File: src/rtl/shift_out_pkg.sv
// rtl/shift_out_pkg.sv - shared states and default sizing for the shift-out controller
package shift_out_pkg;

  typedef enum logic [1:0] {
    IDLE  = 2'd0,
    SETUP = 2'd1,
    HIGH  = 2'd2,
    LATCH = 2'd3
  } state_t;

  localparam int SHIFT_OUT_WIDTH   = 8;
  localparam int SHIFT_OUT_CLK_DIV = 6;

endpackage

File: src/rtl/shift_out_phase_timer.sv
// rtl/shift_out_phase_timer.sv - phase divider, strobes every CLK_DIV cycles, restartable
module shift_out_phase_timer
  import shift_out_pkg::*;
#(
  parameter int CLK_DIV = SHIFT_OUT_CLK_DIV
) (
  input  logic clock,
  input  logic reset_n,
  input  logic restart,
  output logic strobe
);

  localparam int CW = $clog2(CLK_DIV + 1);
  localparam logic [CW-1:0] TERM = CW'(CLK_DIV - 1);

  logic [CW-1:0] count_q, count_d;

  // Strobe on the terminal count so every phase lasts exactly CLK_DIV cycles.
  assign strobe = (count_q == TERM);

  // Count up, wrapping on the terminal count or when the controller enters a new state.
  always_comb begin
    count_d = count_q + CW'(1);
    if (restart || strobe) begin
      count_d = '0;
    end
  end

  // Counter register.
  always_ff @(posedge clock or negedge reset_n) begin
    if (!reset_n) begin
      count_q <= '0;
    end else begin
      count_q <= count_d;
    end
  end

endmodule

File: src/rtl/shift_out_controller.sv
// rtl/shift_out_controller.sv - 74HC595-style shift/latch sequencer; SHIFT_OUT_CONTROLLER_OE_EN adds oe_n
module shift_out_controller
  import shift_out_pkg::*;
#(
  parameter int WIDTH   = SHIFT_OUT_WIDTH,
  parameter int CLK_DIV = SHIFT_OUT_CLK_DIV
) (
  input  logic             clock,
  input  logic             reset_n,
  input  logic [WIDTH-1:0] data,
  input  logic             valid,
  output logic             ready,
  output logic             busy,
  output logic             sr_data,
  output logic             sr_clock,
  output logic             sr_latch
`ifdef SHIFT_OUT_CONTROLLER_OE_EN
  ,
  output logic             oe_n
`endif
);

  // A single-bit counter is kept even for WIDTH=1 so the port widths stay legal.
  localparam int BW = (WIDTH > 1) ? $clog2(WIDTH) : 1;
  localparam logic [BW-1:0] LAST_BIT = BW'(WIDTH - 1);

  state_t           state_q, state_d;
  logic [WIDTH-1:0] shadow_q, shadow_d;
  logic [BW-1:0]    bit_cnt_q, bit_cnt_d;
  logic             ready_q, ready_d;
  logic             busy_q, busy_d;
  logic             sr_data_q, sr_data_d;
  logic             sr_clock_q, sr_clock_d;
  logic             sr_latch_q, sr_latch_d;
  logic             strobe;
  logic             restart;

  // Every state change restarts the phase so each state gets a full CLK_DIV cycles.
  assign restart = (state_d != state_q);

  shift_out_phase_timer #(
    .CLK_DIV (CLK_DIV)
  ) u_phase_timer (
    .clock   (clock),
    .reset_n (reset_n),
    .restart (restart),
    .strobe  (strobe)
  );

  // Next state: accept in IDLE, then SETUP/HIGH per bit MSB first, then one LATCH phase.
  always_comb begin
    state_d   = state_q;
    shadow_d  = shadow_q;
    bit_cnt_d = bit_cnt_q;
    case (state_q)
      IDLE: begin
        if (valid) begin
          shadow_d  = data;
          bit_cnt_d = LAST_BIT;
          state_d   = SETUP;
        end
      end
      SETUP: begin
        if (strobe) begin
          state_d = HIGH;
        end
      end
      HIGH: begin
        if (strobe) begin
          if (bit_cnt_q != '0) begin
            shadow_d  = shadow_q << 1;
            bit_cnt_d = bit_cnt_q - BW'(1);
            state_d   = SETUP;
          end else begin
            state_d = LATCH;
          end
        end
      end
      LATCH: begin
        if (strobe) begin
          state_d = IDLE;
        end
      end
      default: begin
        state_d = IDLE;
      end
    endcase
  end

  // Outputs are decoded from the next state so the pins change on the same edge as the state.
  always_comb begin
    ready_d    = (state_d == IDLE);
    busy_d     = (state_d != IDLE);
    sr_clock_d = (state_d == HIGH);
    sr_latch_d = (state_d == LATCH);
    sr_data_d  = 1'b0;
    case (state_d)
      SETUP:   sr_data_d = shadow_d[WIDTH-1];
      HIGH:    sr_data_d = sr_data_q;
      default: sr_data_d = 1'b0;
    endcase
  end

  // State, datapath and output registers.
  always_ff @(posedge clock or negedge reset_n) begin
    if (!reset_n) begin
      state_q    <= IDLE;
      shadow_q   <= '0;
      bit_cnt_q  <= '0;
      ready_q    <= 1'b1;
      busy_q     <= 1'b0;
      sr_data_q  <= 1'b0;
      sr_clock_q <= 1'b0;
      sr_latch_q <= 1'b0;
    end else begin
      state_q    <= state_d;
      shadow_q   <= shadow_d;
      bit_cnt_q  <= bit_cnt_d;
      ready_q    <= ready_d;
      busy_q     <= busy_d;
      sr_data_q  <= sr_data_d;
      sr_clock_q <= sr_clock_d;
      sr_latch_q <= sr_latch_d;
    end
  end

  assign ready    = ready_q;
  assign busy     = busy_q;
  assign sr_data  = sr_data_q;
  assign sr_clock = sr_clock_q;
  assign sr_latch = sr_latch_q;

`ifdef SHIFT_OUT_CONTROLLER_OE_EN
  logic oe_n_q, oe_n_d;

  // Keep the LEDs blanked until the first complete word has been latched.
  always_comb begin
    oe_n_d = oe_n_q;
    if (state_q == LATCH && state_d == IDLE) begin
      oe_n_d = 1'b0;
    end
  end

  // Output-enable register; only reset can blank the LEDs again.
  always_ff @(posedge clock or negedge reset_n) begin
    if (!reset_n) begin
      oe_n_q <= 1'b1;
    end else begin
      oe_n_q <= oe_n_d;
    end
  end

  assign oe_n = oe_n_q;
`endif

endmodule
File: config.mk
export PLATFORM = sky130hd
export DESIGN_NAME = shift_out_controller
export DESIGN_NICKNAME = d
export VERILOG_FILES = /design/src/rtl/shift_out_pkg.sv /design/src/rtl/shift_out_phase_timer.sv /design/src/rtl/shift_out_controller.sv
export SDC_FILE = /design/constraint.sdc
export NUM_CORES = 1
export LEC_CHECK = 0
export ABC_AREA = 1
export BUFFER_PORTS_ARGS = -buffer_cell sky130_fd_sc_hd__buf_4
export CELL_PAD_IN_SITES_DETAIL_PLACEMENT = 0
export CELL_PAD_IN_SITES_GLOBAL_PLACEMENT = 1
export CORE_UTILIZATION = 41
export CTS_CLUSTER_DIAMETER = 80
export DETAILED_ROUTE_END_ITERATION = 10
export HOLD_SLACK_MARGIN = 0.15
export PLACE_DENSITY = 0.79
export SYNTH_ARGS = -nofsm -noshare
export SYNTH_HDL_FRONTEND = slang
export SYNTH_SLANG_ARGS = --single-unit
File: constraint.sdc
create_clock -name clock -period 1.89 [get_ports clock]
set_input_delay 0.189 -clock clock [delete_from_list [all_inputs] [get_ports clock]]
set_output_delay 0.189 -clock clock [all_outputs]
set_load 0.05 [all_outputs]
==> impl_metrics.yaml <==
yosys:
  synth.most_common_cell: "nand2_1"
  synthAdderAreaFrac_pct: 4.831
  syn_area_per_cell_um2: 9.168
  synth_compound_area_share_pct: 10.39
  synthesis.area_um2: 1036
  ys.flop_type: "dfrtp_1"
  synth_area_leaders: "dfrtp_1, nand2_1, a32oi_1"
  synth-xor-area-share_pct: 0.8454
  yosys-mux-area-fraction_pct: 0
  synth_top_family_by_area: "simple AND/OR/NAND/NOR gates"
  ys_types: 22
  synth-simple-area-share_pct: 24.52
  yosys.area.top_type: "dfrtp_1"
  synth_common_cells: "nand2_1, dfrtp_1, inv_1, nand3_1"
  synth_edf_count: 0
  async_flop_share_pct: 100.0
  syn_inst: 113
  syn_nets: 128
  ys_warn_count: 0
  yosys_register_bits: 21
  synth_top_area_share_pct: 48.31
  ys_seq_area_share_pct: 50.85
setup_path:
  cp.arrival_ps: 1780
  max_stage_delay_ps: 420
  cp-start-kind: "flip-flop"
  crit_path_cell_trace: "ha_1 > nand2_2 > clkinv_2 > nand2_1 > nand3_1 > o21ai_2 > nand3_1 > nand2_1"
  crit_fanout: 5
  crit_type: "reg2reg"
  cp_slowest_cell: "dfrtp_1"
  cp_num_buf_inv: 1
  crit_path_end_kind: "flip-flop"
  cp_top_family: "simple AND/OR/NAND/NOR gates"
  cp.required_ps: 2140
run_status:
  outcome: "complete, no violations"
grt:
  grt_usage_pct: 17.80
  grt_pass1_wl_um: 3443
  grt_start_max_net_pins: 22
  grt_pass1_vias: 803
  antenna_found_initial: 0
  overflow: 0
sta:
  tightestPinTransition_ps: 369.2
  finalSetupViolations: 0
  slew_headroom_pct: 75.36
  period_needed_ps: 1531
  fin_crit_sh_pct: 80.99
  fmax_mhz: 653.3
  hold_viol_final: 0
  rsz0062_at_grt: "false"
  final.setup.tns_ps: 0
  worst_slack_ps: 359.3
  fin_skew_ps: 4.227
  holdWs_ps: 266.0
  slew_violations: 0
cts:
  cts-root-buf: "clkbuf_4"
  clockBufferDepth: 2
  cts-htree-levels: 1
  worstSkewPairLatency_ps: 300
  cts.clk_slew.worst_paths_ps: 110
  ctsResizeCount: 0
  cts_tree: "built"
  numCtsBuffers: 3
  cts_setup_buffers: 0
  clock-sinks: 21
place:
  gp_congestion: 0.8401
  io_buffers: 15
  pre_cts_slack_ps: 390.5
  dpl.hpwl_um: 1471
  place_area_um2: 1172
drt:
  finalWirelength_um: 2002
  first_pass_iters: 4
  antenna_left: 0
  drc: 0
  initialDrtViolationCount: 19
  avgRoutedWirePerCell_um: 11.99
  viasPerCell: 4.880
  vias: 815
cells_and_area:
  finalInstanceArea_um2: 1279
  antennaDiodeCount: 0
  nNetsFinal: 155
  nFillCells: 223
  syn2layout_area_growth_pct: 23.43
  drive_above_1_share_pct: 26.62
  finish.utilization_pct: 55.66
die:
  start_util_pct: 45.10
  die_area_um2: 2732
  row_count: 17
  die_h_um: 52.27
  die_w_um: 52.27
  ios: 16
  core_um2: 2297
power:
  p_seq_share_pct: 39.0
  p_leak_nw: 0.6555
  powerDensity_nw_per_um2: 1567
  power.switching_mw: 0.9373
  swShare_pct: 46.77
  peakVddDrop_mv: 0.8179
  power.share.combinational_pct: 50.4
  clkPwrFrac_pct: 10.6
  internal_power_mw: 1.067
hold_path:
  hold_path_class: "in2reg"
job:
  drv_cap: 0
through the flow:
stage	cells	power [mW]
after floorplan	113	1.551
after CTS	167	2.028
after global routing	167	2.182
final	167	2.004
after global placement	155	1.763
after detailed placement	155	1.796
placed cells by master, fill, tap and decap left out:
cell	count
a32oi_1	6
buf_4	15
clkbuf_1	1
clkbuf_4	3
clkinv_2	1
dfrtp_1	20
dfstp_2	1
dlygate4sd3_1	8
ha_1	4
inv_1	10
inv_2	6
inv_4	2
nand2_1	29
nand2_2	1
nand2_4	1
nand3_1	10
nand4_1	2
nor2_1	5
nor2_2	2
nor2_4	3
o21ai_0	3
o21ai_1	3
o21ai_2	1
o21ai_4	1
xnor2_1	1
layer usage:
layer | up-vias | global-route usage [%] | part of all wire (%)
met5 | - | 0 | 0
met4 | 0 | 7.895 | 0.85
met3 | 2 | 3.478 | 3.6
met2 | 22 | 30.77 | 50
met1 | 377 | 21.26 | 45
li1 | 414 | - | -
cell type report:
type | instances | area, um^2 | share of cell area [%]
flip-flops and latches | 21 | 526.8 | 41.19
well taps | 28 | 35.03 | 2.740
clock buffers | 4 | 26.28 | 2.055
inverters | 19 | 77.57 | 6.067
repair buffers | 23 | 192.7 | 15.07
multi-input cells | 72 | 420.4 | 32.88
tightest hold or removal path: cells and delay by family:
kind	cells	cell delay, ps
simple gates	3	220
buf+inv	2	120
logic make-up (layout without fill, tap and decap cells):
family / Yosys count / in the layout
AOI/OAI and AO/OA: 14 / 14
and+or+nand+nor: 53 / 53
adders and majority gates: 4 / 4
buffers and inverters: 20 / 46
xor gates and xnor gates: 1 / 1
DFF: 21 / 21
worst paths after layout:
kind	end	startpoint	cells after the start	slack, ps
worst max-delay path	sr_data	u_phase_timer.count_q[0]	8	360
worst min-delay path	shadow_q[7]	data[7]	5	270
worst max register to register	sr_data	u_phase_timer.count_q[0]	8	360
worst min register to register	u_phase_timer.count_q[0]	u_phase_timer.count_q[0]	1	490
max in group asynchronous	ready	reset_n	2	1330
min in group asynchronous	sr_clock	reset_n	2	290
timing repair:
action,CTS,global route
hold buffers,8,0
hold endpoints to repair,28,0
endpoints found under the setup margin,0,0
state kept, by name, summed over array words and instances, names as in the netlist:
register and flops:
sr_data 1, busy 1, state_q 2, shadow_q 8
sr_clock 1, u_phase_timer.count_q 3, ready 1, bit_cnt_q 3
sr_latch 1
power by group through the flow:
stage | clock (mW) | combinational, mW | sequential, mW
after floorplan | 0 | 0.645 | 0.906
final | 0.213 | 1.01 | 0.782
after detailed placement | 0 | 1.00 | 0.793
after CTS | 0.224 | 1.02 | 0.782
after global placement | 0 | 0.985 | 0.779
after global routing | 0.247 | 1.13 | 0.804
Power figures use the tool's default switching activity.
